**config.mk**
```make
export PLATFORM = sky130hd
export DESIGN_NAME = lsu_mem_responder
export DESIGN_NICKNAME = d
export VERILOG_FILES = /design/src/rtl/lsu_mem_responder.sv
export SDC_FILE = /design/constraint.sdc
export NUM_CORES = 1
export LEC_CHECK = 0
export BUFFER_PORTS_ARGS = -buffer_cell sky130_fd_sc_hd__buf_2
export CAP_MARGIN = 25
export CORE_MARGIN = 5
export CORE_UTILIZATION = 33
export CTS_BUF_LIST = sky130_fd_sc_hd__clkbuf_16
export DETAILED_ROUTE_END_ITERATION = 10
export PLACE_DENSITY = 0.62
export SETUP_SLACK_MARGIN = 0.2
export SLEW_MARGIN = 15
export SYNTH_ARGS = -nofsm -noshare
export SYNTH_HDL_FRONTEND = slang
export SYNTH_SLANG_ARGS = --single-unit
```
**constraint.sdc**
```tcl
create_clock -name clk -period 3.2 [get_ports clk]
set_clock_uncertainty 0.2 [all_clocks]
set_input_delay 0.32 -clock clk [delete_from_list [all_inputs] [get_ports clk]]
set_output_delay 0.32 -clock clk [all_outputs]
set_load 0.1 [all_outputs]
```
**src/rtl/lsu_mem_responder.sv**
```systemverilog
// -----------------------------------------------------------------------------
// lsu_mem_responder
//
// Serves load/store requests from an accelerator LSU and turns each accepted
// request into a single access on a word-wide SRAM-style port that uses a
// req/gnt/rvalid handshake. It forms the address (base + offset), steers
// byte/halfword data onto the correct lanes, rejects misaligned or malformed
// requests without touching memory, and aborts reads whose data never arrives.
//
// Ports
//   clk, rst_n        clock, asynchronous active-low reset
//   lsu_ren/lsu_wen   level read/write request, sampled only in IDLE
//   lsu_type          00 byte, 01 halfword, 10 word, 11 invalid
//   lsu_addr_base     base byte address
//   lsu_addr_offset   byte offset added to the base (wraps modulo 2^32)
//   lsu_wdata         right-aligned store data
//   lsu_done          one-cycle completion pulse
//   lsu_err           error flag, meaningful only while lsu_done is high
//   lsu_rdata         zero-extended load data, held until the next good load
//   busy              high whenever the responder is not idle
//   mem_req           memory request, held until mem_gnt
//   mem_we            1 = write access
//   mem_addr          word address (bits [1:0] are always 0)
//   mem_be            byte enables
//   mem_wdata         store data replicated across all lanes
//   mem_gnt           request accepted in this cycle
//   mem_rvalid        read data valid (earliest the cycle after mem_gnt)
//   mem_rdata         read data
// -----------------------------------------------------------------------------
module lsu_mem_responder #(
    parameter int unsigned TIMEOUT_CYCLES = 255
) (
    input  logic        clk,
    input  logic        rst_n,
    input  logic        lsu_ren,
    input  logic        lsu_wen,
    input  logic [1:0]  lsu_type,
    input  logic [31:0] lsu_addr_base,
    input  logic [31:0] lsu_addr_offset,
    input  logic [31:0] lsu_wdata,
    output logic        lsu_done,
    output logic        lsu_err,
    output logic [31:0] lsu_rdata,
    output logic        busy,
    output logic        mem_req,
    output logic        mem_we,
    output logic [31:0] mem_addr,
    output logic [3:0]  mem_be,
    output logic [31:0] mem_wdata,
    input  logic        mem_gnt,
    input  logic        mem_rvalid,
    input  logic [31:0] mem_rdata
);

    // Wide enough to hold TIMEOUT_CYCLES itself.
    localparam int unsigned CNT_W = $clog2(TIMEOUT_CYCLES + 1);

    typedef enum logic [1:0] {
        S_IDLE   = 2'd0,
        S_ISSUE  = 2'd1,
        S_WAIT_R = 2'd2,
        S_RESP   = 2'd3
    } state_t;

    state_t             state_q,     state_d;
    logic [1:0]         addr_lo_q,   addr_lo_d;
    logic [1:0]         type_q,      type_d;
    logic [CNT_W-1:0]   cnt_q,       cnt_d;
    logic               done_q,      done_d;
    logic               err_q,       err_d;
    logic [31:0]        rdata_q,     rdata_d;
    logic               busy_q,      busy_d;
    logic               mem_req_q,   mem_req_d;
    logic               mem_we_q,    mem_we_d;
    logic [31:0]        mem_addr_q,  mem_addr_d;
    logic [3:0]         mem_be_q,    mem_be_d;
    logic [31:0]        mem_wdata_q, mem_wdata_d;

    // Request decode, evaluated on the live inputs during the IDLE cycle.
    logic [31:0]      addr_sum;
    logic             req_err;
    logic [3:0]       be_calc;
    logic [31:0]      wdata_calc;
    // Load data extraction, based on the latched address/type.
    logic [31:0]      rd_shift;
    logic [31:0]      rd_ext;
    logic [CNT_W-1:0] cnt_inc;

    always_comb begin
        addr_sum = lsu_addr_base + lsu_addr_offset;

        req_err = (lsu_ren & lsu_wen)
                | (lsu_type == 2'b11)
                | ((lsu_type == 2'b01) & addr_sum[0])
                | ((lsu_type == 2'b10) & (addr_sum[1:0] != 2'b00));

        case (lsu_type)
            2'b00:   be_calc = 4'b0001 << addr_sum[1:0];
            2'b01:   be_calc = 4'b0011 << addr_sum[1:0];
            default: be_calc = 4'b1111;
        endcase

        // Replicating the store data means the addressed lanes always carry
        // the right bytes, whatever the offset within the word.
        case (lsu_type)
            2'b00:   wdata_calc = {4{lsu_wdata[7:0]}};
            2'b01:   wdata_calc = {2{lsu_wdata[15:0]}};
            default: wdata_calc = lsu_wdata;
        endcase

        rd_shift = mem_rdata >> {addr_lo_q, 3'b000};
        case (type_q)
            2'b00:   rd_ext = {24'h0, rd_shift[7:0]};
            2'b01:   rd_ext = {16'h0, rd_shift[15:0]};
            default: rd_ext = rd_shift;
        endcase

        cnt_inc = cnt_q + 1'b1;
    end

    always_comb begin
        state_d     = state_q;
        addr_lo_d   = addr_lo_q;
        type_d      = type_q;
        cnt_d       = cnt_q;
        done_d      = 1'b0;
        err_d       = 1'b0;
        rdata_d     = rdata_q;
        mem_req_d   = mem_req_q;
        mem_we_d    = mem_we_q;
        mem_addr_d  = mem_addr_q;
        mem_be_d    = mem_be_q;
        mem_wdata_d = mem_wdata_q;

        case (state_q)
            S_IDLE: begin
                if (lsu_ren | lsu_wen) begin
                    addr_lo_d   = addr_sum[1:0];
                    type_d      = lsu_type;
                    cnt_d       = '0;
                    mem_we_d    = lsu_wen;
                    mem_addr_d  = {addr_sum[31:2], 2'b00};
                    mem_be_d    = be_calc;
                    mem_wdata_d = wdata_calc;
                    if (req_err) begin
                        // Rejected requests never reach the memory port.
                        state_d = S_RESP;
                        done_d  = 1'b1;
                        err_d   = 1'b1;
                    end else begin
                        state_d   = S_ISSUE;
                        mem_req_d = 1'b1;
                    end
                end
            end
            S_ISSUE: begin
                if (mem_gnt) begin
                    mem_req_d = 1'b0;
                    if (mem_we_q) begin
                        state_d = S_RESP;
                        done_d  = 1'b1;
                    end else begin
                        state_d = S_WAIT_R;
                        cnt_d   = '0;
                    end
                end
            end
            S_WAIT_R: begin
                // Data arriving in the last allowed cycle still wins over
                // the timeout.
                if (mem_rvalid) begin
                    rdata_d = rd_ext;
                    state_d = S_RESP;
                    done_d  = 1'b1;
                end else if (cnt_inc == CNT_W'(TIMEOUT_CYCLES)) begin
                    state_d = S_RESP;
                    done_d  = 1'b1;
                    err_d   = 1'b1;
                end else begin
                    cnt_d = cnt_inc;
                end
            end
            S_RESP: begin
                state_d = S_IDLE;
            end
            default: begin
                state_d = S_IDLE;
            end
        endcase

        busy_d = (state_d != S_IDLE);
    end

    always_ff @(posedge clk or negedge rst_n) begin
        if (!rst_n) begin
            state_q     <= S_IDLE;
            addr_lo_q   <= '0;
            type_q      <= '0;
            cnt_q       <= '0;
            done_q      <= 1'b0;
            err_q       <= 1'b0;
            rdata_q     <= '0;
            busy_q      <= 1'b0;
            mem_req_q   <= 1'b0;
            mem_we_q    <= 1'b0;
            mem_addr_q  <= '0;
            mem_be_q    <= '0;
            mem_wdata_q <= '0;
        end else begin
            state_q     <= state_d;
            addr_lo_q   <= addr_lo_d;
            type_q      <= type_d;
            cnt_q       <= cnt_d;
            done_q      <= done_d;
            err_q       <= err_d;
            rdata_q     <= rdata_d;
            busy_q      <= busy_d;
            mem_req_q   <= mem_req_d;
            mem_we_q    <= mem_we_d;
            mem_addr_q  <= mem_addr_d;
            mem_be_q    <= mem_be_d;
            mem_wdata_q <= mem_wdata_d;
        end
    end

    assign lsu_done  = done_q;
    assign lsu_err   = err_q;
    assign lsu_rdata = rdata_q;
    assign busy      = busy_q;
    assign mem_req   = mem_req_q;
    assign mem_we    = mem_we_q;
    assign mem_addr  = mem_addr_q;
    assign mem_be    = mem_be_q;
    assign mem_wdata = mem_wdata_q;

endmodule
```
==> metrics <==
clock transition at the registers of the reported paths=60 ps; fin. max-slew vios=0; Worst slew margin=42.03%; die footprint=0.02470 sq mm; Post-synth EDFFs=0; initial antenna violation count=0; first-pass detailed-route iteration total=4; CTS tree=built; MaxCap Viol Count=0; Seq cells post-synth=~120; I/O Pins=241; share of layout cells above drive strength 1=28.96%; Crit path arrival time=2510 ps; Cell variety after synth=73; row count=53; Layout area overhead=32.84%; Seq/Total Area, Yosys=40.96%; post-route clock period utilization=75.78%; Clock Path Buffers=2; RSZ-0062 raised after global routing=false; origin of the worst min-delay path=lsu_wen; final hold violations=0; crit end category=register; reg-to-reg startpoint=cnt_q[0]; core footprint=0.02115 sq mm; Starting Density=approximately 34%; vias=between 6000 and 7000; final setup fails=0; Critical Setup Path Class=in2reg; Fmax=around 410 MHz; WL met3=1800 um; Via density=5.081; most common cell after layout, fill and taps aside=buf_2; antenna cells=0; actual slew at the worst max-slew pin=roughly 870 ps; Crit Reg-Reg Endpoint=cnt_q[5]; total length of routed met2 wires=~10000 um; largest net degree at the start of global routing=61; H-Tree Depth=4; clk sinks=117; setup slack, reg-to-reg=820 ps; Inst Count DP=1280; first-pass GRT wire length=between 30000 and 40000 um; CTS Buf Count=17; die width=between 150 and 200 um; Post-DRT Antenna Nets=0; Highest Signal Layer=met4; dpl ws=around 350 ps; Tmin final=2425 ps; Fin Setup TNS=0 ps; synth warn=0; Post-Syn Area=0.007148 sq mm; critical-path maximum fanout=4; Post-synth ARST share=100.0%; Post-Syn Instances=801; Die H=157.2 um; area of placed instances=0.008612 sq mm; # DRC=0; Skew-Pair Late Insertion Delay=410 ps; status=finished clean; Non-Filler Instances=roughly 1300; RD Place Congestion=about 0.87; cell count of the worst reg-to-reg path=8; All-Layer GR Usage=18.15%; HP Class=in2reg; vias in the first global route=around 6700; Synth Flop Type=dfrtp_1; Worst Hold Depth=2; most frequent cells in the layout=buf_2 (237), nand2_1 (142), dfrtp_1 (117), o21ai_0 (80), a21oi_1 (51); Root Buffer=clkbuf_16; total grt overflow=0; WHS Endpoint=mem_we; Worst Slack Setup Final=775.0 ps; startpoint types=input pin; IO buf count=238; Starting DRT DRC Count=377; HPWL after DPL=roughly 17000 um; DRT met1 WL=9972 um; data required time of the critical path=3290 ps; nets=1224; WL/cell=16.95 um; DRT Wirelength=22750 um; design area=0.009495 sq mm; syn_area_per_cell=8.924 sq um
## area by class of cell
cell class	count	area, sq um
inverter	15	56.30
tap	275	344.1
multi-input combinational	623	3975
clock inverter	15	157.7
timing repair buffer	280	1609
clock buffer	17	425.4
sequential	117	2928
fill	2088	11660
## critical path: stages
cell and delay, ps:
buf_2 80, ha_1 150, inv_1 50, fa_1 400, nor2b_1 160, o2111ai_1 240, a31o_1 310, o211ai_2 260
a21o_1 220, nor2_1 60, a211o_1 260
## repair_timing
| item | 4_1_cts | 5_1_grt |
|---|---|---|
| hold buffers | 30 | 0 |
| setup buffers | 0 | 0 |
| endpoints found under the hold margin | 85 | 0 |
| endpoints found under the setup margin | 0 | 0 |
| resized for setup | 0 | 0 |
## state kept, by name (all words and copies together), names as in the netlist
signal,count
mem_addr,30
state_q,2
addr_lo_q,2
mem_be,4
mem_req,1
type_q,2
cnt_q,8
mem_wdata,32
lsu_rdata,32
busy,1
mem_we,1
lsu_err,1
lsu_done,1
## cell usage after synthesis (6+ instances only)
cell type / instances / area (sq um)
o21ai_1: 19 / 95.09
o21ai_0: 80 / 400.4
a21oi_1: 51 / 255.2
a211oi_1: 12 / 90.09
xnor2_1: 21 / 183.9
xor2_1: 11 / 96.34
dfrtp_1: 117 / 2928
a21o_1: 17 / 127.6
mux2_2: 8 / 90.09
nor3_1: 8 / 40.04
nand3_1: 18 / 90.09
nor2_1: 36 / 135.1
mux2i_1: 40 / 400.4
buf_2: 10 / 50.05
nand2_1: 142 / 533.0
nor2b_1: 15 / 93.84
clkbuf_1: 31 / 116.4
inv_1: 15 / 56.30
a22o_1: 16 / 140.1
nand4_1: 7 / 43.79
a31oi_1: 7 / 43.79
ha_1: 33 / 412.9
o2111ai_1: 6 / 52.55
## metal layers
layer	up-vias	track usage (%)
met1	3157	23.57
met2	264	29.33
met4	0	6.309
met3	37	4.839
met5	-	0
li1	3361	-
## kinds of logic after synthesis
group	count (synthesis)	synth area share (%)
simple gates	257	16.31
compound gates	249	22.04
flops	117	40.96
fa+ha+maj	34	6.056
mux	49	7.019
xor+xnor	32	3.921
buf+inv	62	3.641
other cells	1	0.05246
## worst max-delay path by stage
stage | to | cells after the start | from
2_1_floorplan | mem_addr[26] | 10 | lsu_addr_base[0]
3_3_place_gp | mem_addr[26] | 11 | lsu_addr_base[0]
3_5_place_dp | mem_addr[26] | 11 | lsu_addr_base[0]
4_1_cts | mem_addr[26] | 11 | lsu_addr_base[0]
5_1_grt | cnt_q[5] | 8 | cnt_q[0]
6_report | mem_addr[26] | 11 | lsu_addr_base[0]
## through the flow
| step | util, % | hold WS, ps |
|---|---|---|
| floorplan | - | -175.6 |
| global placement | 40.71 | 250.3 |
| detailed placement | 40.71 | 253.4 |
| CTS | 44.89 | 3.605 |
| global route | 44.89 | 27.30 |
| finish | 44.89 | 25.49 |
Power is left out: the tool's default activity adds up to more than one toggle a clock period on the data nets, which glitch-free logic cannot reach.
